### src/rtl/psram_qpi_responder_pkg.sv
// psram_pkg: command codes, FSM states and protocol constants for the PSRAM responder
package psram_pkg;
  localparam logic [7:0] CMD_ENTER_QPI = 8'h35;
  localparam logic [7:0] CMD_EXIT_QPI  = 8'hF5;
  localparam logic [7:0] CMD_QREAD     = 8'hEB;
  localparam logic [7:0] CMD_QWRITE    = 8'h38;
  localparam logic [7:0] CMD_RSTEN     = 8'h66;
  localparam logic [7:0] CMD_RST       = 8'h99;
  localparam int ADDR_NIBBLES = 6;
  typedef enum logic [2:0] {ST_CMD, ST_ADDR, ST_WAIT, ST_RDATA, ST_WDATA, ST_IGNORE} state_t;
endpackage

### src/rtl/psram_qpi_responder.sv
// psram_qpi_responder: PSRAM device-side SPI/QPI command responder bridging to a byte memory
//   clk/rst_n : serial clock (sck), async active-low reset
//   ce_n      : chip enable; high asynchronously aborts the transaction (mode kept)
//   din       : controller data (din[0] only in SPI mode)
//   dout/douten : read nibble and its output enable
//   qpi_mode  : 1 while QPI mode is active
//   mem_*     : byte memory port, async read, write on posedge with mem_we
module psram_qpi_responder
  import psram_pkg::*;
#(
  parameter int ADDR_W      = 22,
  parameter int WAIT_CYCLES = 6
) (
  input  logic              clk,
  input  logic              rst_n,
  input  logic              ce_n,
  input  logic [3:0]        din,
  output logic [3:0]        dout,
  output logic              douten,
  output logic              qpi_mode,
  output logic [ADDR_W-1:0] mem_addr,
  input  logic [7:0]        mem_rdata,
  output logic [7:0]        mem_wdata,
  output logic              mem_we
);
  localparam logic [4:0] ADDR_END  = 5'(1 + ADDR_NIBBLES);
  localparam logic [4:0] LAST_WAIT = 5'(1 + ADDR_NIBBLES + WAIT_CYCLES);
  state_t            r_state;
  logic [4:0]        r_cnt;
  logic [19:0]       r_sr;
  logic              r_rd, r_phase, r_douten, r_qpi, r_armed;
  logic [3:0]        r_hi;
  logic [ADDR_W-1:0] r_addr;
  logic              w_clr, w_dec;
  logic [7:0]        w_cmd;
  logic [ADDR_W-1:0] w_addr;
  // transaction state is cleared by either reset or a deasserted chip enable
  assign w_clr  = ~rst_n | ce_n;
  assign w_cmd  = r_qpi ? {r_sr[3:0], din} : {r_sr[6:0], din[0]};
  assign w_dec  = !ce_n && r_state == ST_CMD && r_cnt == (r_qpi ? 5'd1 : 5'd7);
  assign w_addr = ADDR_W'({r_sr, din});
  assign mem_addr  = r_addr;
  assign mem_wdata = {r_hi, din};
  assign mem_we    = r_state == ST_WDATA && r_phase && !ce_n;
  assign douten    = r_douten;
  assign dout      = r_douten ? (r_phase ? mem_rdata[3:0] : mem_rdata[7:4]) : 4'd0;
  assign qpi_mode  = r_qpi;
  // mode and reset-arm survive chip-enable aborts, so only rst_n clears them
  always_ff @(posedge clk or negedge rst_n)
    if (!rst_n) begin
      r_qpi   <= 1'b0;
      r_armed <= 1'b0;
    end else if (w_dec) begin
      r_armed <= w_cmd == CMD_RSTEN;
      r_qpi   <= w_cmd == CMD_ENTER_QPI ? 1'b1 :
                 (w_cmd == CMD_EXIT_QPI || (w_cmd == CMD_RST && r_armed)) ? 1'b0 : r_qpi;
    end
  always_ff @(posedge clk or posedge w_clr)
    if (w_clr) begin
      r_state  <= ST_CMD;
      r_cnt    <= 5'd0;
      r_sr     <= 20'd0;
      r_rd     <= 1'b0;
      r_phase  <= 1'b0;
      r_douten <= 1'b0;
      r_hi     <= 4'd0;
      r_addr   <= '0;
    end else begin
      case (r_state)
        ST_CMD: begin
          r_cnt <= r_cnt + 5'd1;
          r_sr  <= r_qpi ? {r_sr[15:0], din} : {r_sr[18:0], din[0]};
          r_rd  <= w_cmd == CMD_QREAD;
          if (w_dec)
            r_state <= r_qpi && (w_cmd == CMD_QREAD || w_cmd == CMD_QWRITE) ? ST_ADDR : ST_IGNORE;
        end
        ST_ADDR: begin
          r_cnt <= r_cnt + 5'd1;
          r_sr  <= {r_sr[15:0], din};
          if (r_cnt == ADDR_END) begin
            r_addr  <= w_addr;
            r_phase <= 1'b0;
            r_state <= r_rd ? ST_WAIT : ST_WDATA;
          end
        end
        ST_WAIT: begin
          r_cnt <= r_cnt + 5'd1;
          if (r_cnt == LAST_WAIT) begin
            r_state  <= ST_RDATA;
            r_douten <= 1'b1;
            r_phase  <= 1'b0;
          end
        end
        ST_RDATA: begin
          r_phase <= ~r_phase;
          if (r_phase) r_addr <= r_addr + 1'b1;
        end
        ST_WDATA: begin
          r_phase <= ~r_phase;
          if (!r_phase) r_hi <= din;
          if (r_phase) r_addr <= r_addr + 1'b1;
        end
        default: ;
      endcase
    end
endmodule

### config.mk
export PLATFORM = sky130hd
export DESIGN_NAME = psram_qpi_responder
export DESIGN_NICKNAME = d
export VERILOG_FILES = /design/src/rtl/psram_qpi_responder_pkg.sv /design/src/rtl/psram_qpi_responder.sv
export SDC_FILE = /design/constraint.sdc
export NUM_CORES = 1
export LEC_CHECK = 0
export BUFFER_PORTS_ARGS = -buffer_cell sky130_fd_sc_hd__clkbuf_2
export CAP_MARGIN = 20
export CORE_MARGIN = 1
export CORE_UTILIZATION = 50
export CTS_BUF_LIST = sky130_fd_sc_hd__clkbuf_16
export DETAILED_ROUTE_END_ITERATION = 12
export PLACE_DENSITY = 0.71
export SYNTH_ARGS = -nofsm -noshare
export SYNTH_HDL_FRONTEND = slang
export SYNTH_SLANG_ARGS = --single-unit
### constraint.sdc
create_clock -name clk -period 4.4 [get_ports clk]
set_input_delay 0.22 -clock clk [delete_from_list [all_inputs] [get_ports clk]]
set_output_delay 0.22 -clock clk [all_outputs]
set_load 0.02 [all_outputs]
**Word level (Yosys, flattened, before mapping)**

Index checks and enable logic that the tools add are counted.
W data, S select, Z words.

- Bits in registers: 57
- Output and inout bits: 37
- Bits of input ports: 15
- Word-level logic and storage cells: 75

- Bitwise operators: 3
- Add/subtract/negate cells: 2
- Reductions and logical operators: 23
- Eq/ne operators: 17
- Multiplexer cells: 20

Operator list:

| cell | count |
|---|---|
| $mux W22 | 2 |
| $pmux W22 S2 | 1 |
| $pmux W18 S2 | 1 |
| $eq A8 B8 Y1 const B | 3 |
| $add A22 B1 Y22 const B | 1 |
| $mux W18 | 1 |
| $mux W3 | 6 |
| $eq A8 B6 Y1 const B | 2 |
| $pmux W3 S3 | 1 |
| $eq A8 B7 Y1 const B | 1 |
| $mux W4 | 2 |
| $mux W8 | 1 |
| $eq A3 B2 Y1 const B | 2 |
| $logic_and A1 B1 Y1 | 6 |
| $ne A2 B2 Y1 const B | 3 |
| $reduce_and A2 Y1 | 3 |
| $reduce_and A3 Y1 | 2 |
| $reduce_bool A2 Y1 | 3 |
| $reduce_bool A3 Y1 | 2 |
| $add A5 B1 Y5 const B | 1 |
| $eq A5 B3 Y1 | 1 |
| $eq A5 B3 Y1 const B | 1 |
| $eq A5 B4 Y1 const B | 1 |
| $mux W1 | 4 |
| 12 further kinds | 14 |

**Longest topological paths before layout**

- Depth after elaboration: 7
- Gate-level depth with buffers: 8
- Depth with buffers taken out: 7

**Least setup slack after synthesis**

No wires, ideal clock.

- Kind: register to register
- Start point: register r_addr[0], in the netlist mem_addr[0]
- End point: register r_addr[14], in the netlist mem_addr[14]
- Slack: 2.646 ns
- Arrival time: 1.632 ns
- Required time: 4.279 ns
- Period minus slack after synthesis: 1.754 ns
- Path buffers: 0
- Setup time: 0.121 ns
- Stages on the path, launching flop included: 6
- Cell sequence: dfrtp_1 -> ha_1 -> nand4_1 -> nor4_4 -> a41oi_1 -> o22a_1

- Word-level cells in the longest chain between the ends: 3

RTL lines:

| what | line | text |
|---|---|---|
| start: declaration | psram_qpi_responder.sv:33 | `logic [ADDR_W-1:0] r_addr;` |
| start signal: assignment | psram_qpi_responder.sv:81 | `r_addr <= w_addr;` |
| start signal: assignment | psram_qpi_responder.sv:96 | `if (r_phase) r_addr <= r_addr + 1'b1;` |
| start signal: assignment | psram_qpi_responder.sv:101 | `if (r_phase) r_addr <= r_addr + 1'b1;` |
| $add A22 B1 Y22 | psram_qpi_responder.sv:96, psram_qpi_responder.sv:101 |  |
| $mux W22 | psram_qpi_responder.sv:96, psram_qpi_responder.sv:101 |  |
| $pmux W22 S2 | psram_qpi_responder.sv:69 | `case (r_state)` |

Every way passes these cells. The select of a mux whose other input is x is not followed.
A chain may end at the register's enable or synchronous reset.

**Worst setup path after layout**

- Start point: register r_state[0]
- End point: register r_addr[21], in the netlist mem_addr[21]

- Word-level cells in the longest chain between the ends: 4
- Elaborated cells on any way between the ends: 9
- Those cells by class: eq/ne: 5; mux: 1; reduce/logical: 3

RTL lines:

| what | line | text |
|---|---|---|
| start: declaration | psram_qpi_responder.sv:28 | `state_t r_state;` |
| start signal: assignment | psram_qpi_responder.sv:75 | `r_state <= r_qpi && (w_cmd == CMD_QREAD \|\| w_cmd == CMD_QWRITE) ? ST_ADDR : ST_IGNORE;` |
| start signal: assignment | psram_qpi_responder.sv:83 | `r_state <= r_rd ? ST_WAIT : ST_WDATA;` |
| $eq A3 B3 Y1 / $eq A3 B2 Y1 (equally long branches) | psram_qpi_responder.sv:69 |  |
| $reduce_or A2 Y1 (no source line) | -- |  |
| $ne A2 B1 Y1 (no source line) / $reduce_bool A2 Y1 (equally long branches) | -- |  |
| $reduce_and A3 Y1 (no source line) | -- |  |

Several ways; a longest one is shown, not always the timed one.

==> summary.md <==
| Metric | Value |
|---|---|
| Peak Freq | 400 MHz |
| Final Cell Area | 3980 sq um |
| Largest net degree at the start of global routing | 48 |
| Final min period | 2.50 ns |
| Fraction of layout instances using a drive strength above 1 | 0.205 |
| Critical path class | reg -> reg |
| CTS buffer count | 9 |
| Placed cell areas | 3700 sq um |
| Syn Inst Count | 380 |
| Synth Register Bits | 57 |
| Hold Path Class | in -> async |
| Sum Neg Setup Slack | 0 ns |
| Clk pwr share | 0.413 |
| Die Height | 85.6 um |
| WP buf/inv | 0 |
| Slew headroom | 0.258 |
| Initial antenna violation count | 0 |
| Clk_lat worst skew | 0.33 ns |
| Pre-CTS setup slack | 1.96 ns |
| Hold_buf cts | 1 |
| Syn Nets | 398 |
| Final hold viol count | 0 |
| First-pass GRT wire length | 14.1 mm |
| Core box area | 6760 sq um |
| Root buffer cell | clkbuf_16 |
| Die W | 85.6 um |
| Total GRT Usage | 0.246 |
| CTS Sinks | 57 |
| Final wirelength | 8.46 mm |
| Worst slew pin tran | 1.11 ns |
| Site Rows | 30 |
| TritonCTS clock tree | built |
| Crit-path cells | nand2_1 > o21ai_4 > a21boi_4 > a21oi_1 > a2bb2oi_1 |
| Vias per cell | 6.20 |
| DRC violations left | 0 |
| Final WS setup | 1.90 ns |
| Crit start category | register |
| CP delay by family, top | compound AO/OA/AOI/OAI gates |
| Overflow after GRT | 0 |
| WL per Instance | 17.0 um |
| Peak supply drop | 253 uV |
| ANT cells | 0 |
| EDFF count, synth | 0 |
| Psw | 487 uW |
| Layout net count | 433 |
| Status | complete, no violations |
| Internal power | 1110 uW |
| Post_cts resized | 0 |
| Setup Fix Bufs, Post-CTS | 0 |
| Critical path's slowest cell | o21ai_4 |
| Unrepaired setup endpoints after global routing | false |
| Hold_ws | 0.0231 ns |
| Initial DRC count | 211 |
| Comb power frac | 0.174 |
| Max-slew violations | 0 |
| # IOs | 52 |
| CTS Buffer Depth | 2 |
| Crit. End Element | register |
| Setup-failing EPs final | 0 |
| Total die area | 7330 sq um |
| RePlAce Congestion | 0.831 |
| Max FO, Critical Path | 47 |
| Antenna Nets Post-Route | 0 |
| CP required | 4.65 ns |
| Reg power frac | 0.414 |
| Clock slew at reported path FFs | 0.05 ns |
| Final period util | 0.569 |
| CP peak stage delay | 0.88 ns |
| Power density over the cells | 400 nW/um^2 |
| WP data arrival | 2.75 ns |
| Port-buffer cells | 51 |
| Max-Cap Viols | 0 |
| Synth Flop Type | dfrtp_1 |
| Static Leak | 0.00194 uW |
| Mean area per synthesized cell | 9.20 sq um |
| Fin util | 0.589 |
| Count of unique library cells instantiated by Yosys | 63 |
| Post-synthesis cell area | 3500 sq um |
| Number of global-route vias before repair | 2,900 |
| Fill cells | 618 |
| Drt pass-1 iters | 6 |
| Via Count | 3,094 |
| Sw frac | 0.306 |
| Asr flop ratio synth | 1.00 |
| DP HPWL | 5.60 mm |
| Synthesis Warnings | 0 |
| Area Growth Syn to Fin | 13.9% |
| Fin Clk Skew | 0.00466 ns |
| Starting Density | 0.517 |
| Seq/Total Area, Yosys | 0.408 |
| H-tree lvl count | 3 |
logic make-up (layout without fill, tap and decap cells):
| kind of cell | Yosys count | in the layout | share of synthesized area |
|---|---|---|---|
| buf+inv | 39 | 78 | 0.0626 |
| xor+xnor | 5 | 5 | 0.0125 |
| simple gates | 128 | 128 | 0.199 |
| compound gates | 120 | 120 | 0.226 |
| flops | 57 | 57 | 0.408 |
| fa+ha+maj | 3 | 3 | 0.0107 |
| mux | 28 | 28 | 0.0816 |
through the flow:
stage	power, uW	std cells
final	1590	499
after global routing	1660	499
after CTS	1600	499
after detailed placement	937	483
after global placement	930	483
after floorplan	838	380
power groups by stage:
stage	Clock (uW)	Sequential, uW	Combinational [uW]
final	657	659	276
after detailed placement	0	663	274
after floorplan	0	697	141
after global routing	685	666	305
after CTS	665	656	278
after global placement	0	662	268
state kept, by name, summed over array words and instances (netlist names), 3 cells and up:
name and count:
r_state 3, mem_addr 22, r_cnt 5, r_sr 18
r_hi 4
path summary, 6_finish.rpt:
kind | from | to | slack [ns] | cells past startpoint
max in group asynchronous | rst_n | r_sr[6] | 2.93 | 4
hold reg to reg | r_hi[0] | r_hi[0] | 0.51 | 1
hold / removal | ce_n | douten | 0.02 | 2
setup / recovery | r_state[0] | mem_addr[21] | 1.90 | 5
setup reg to reg | r_state[0] | mem_addr[21] | 1.90 | 5
min in group clk | din[1] | mem_addr[1] | 0.23 | 3
layout make-up:
class / count / area [sq um] / share of cell area
Inverter: 9 / 33.8 / 0.00848
Clock inverter: 6 / 51.3 / 0.0129
Sequential cell: 57 / 1430 / 0.358
Multi-Input combinational cell: 284 / 1870 / 0.468
Clock buffer: 9 / 225 / 0.0566
Tap cell: 80 / 100 / 0.0251
Timing Repair Buffer: 54 / 280 / 0.0704
worst reg2reg max path: stages, from the launching register on:
cell	delay (ns)
dfrtp_1	0.65
nand2_1	0.20
o21ai_4	0.88
a21boi_4	0.31
a21oi_1	0.20
a2bb2oi_1	0.18
cells in the mapped netlist (6+ instances only):
library cell  instances  area (sq um)
nor2_1               23          86.3
nand4_1               8          50.1
dfrtp_1              57          1430
mux2i_1              24           240
a21oi_1              37           185
inv_1                 9          33.8
o21ai_0              29           145
nand3_1               9          45.0
nor3_1                6          30.0
buf_2                13          65.1
clkbuf_1              7          26.3
o22ai_1               9          56.3
nand2_1              43           161
o22a_1                8          70.1
metal layers:
metal	wire (um)	GRT usage
met1	3850	0.323
met2	4020	0.398
met3	459	0.0587
met4	127	0.0864
met5	0	0
layout by cell type, fill, tap and decap left out, drive strengths merged, types with 3 or more instances in the layout:
cell type	count
a21o	3
a21oi	37
a2bb2oi	4
a31oi	5
a41oi	3
and3	4
and3b	4
clkbuf	60
clkinv	4
dfrtp	57
ha	3
inv	10
mux2	4
mux2i	24
nand2	43
nand2b	4
nand3	9
nand4	8
nor2	25
nor2b	5
nor3	7
nor3b	3
nor4b	3
o2111ai	3
o21ai	33
o22a	8
o22ai	9
or3	3
xor2	3
(Power assumes the default switching activity.)
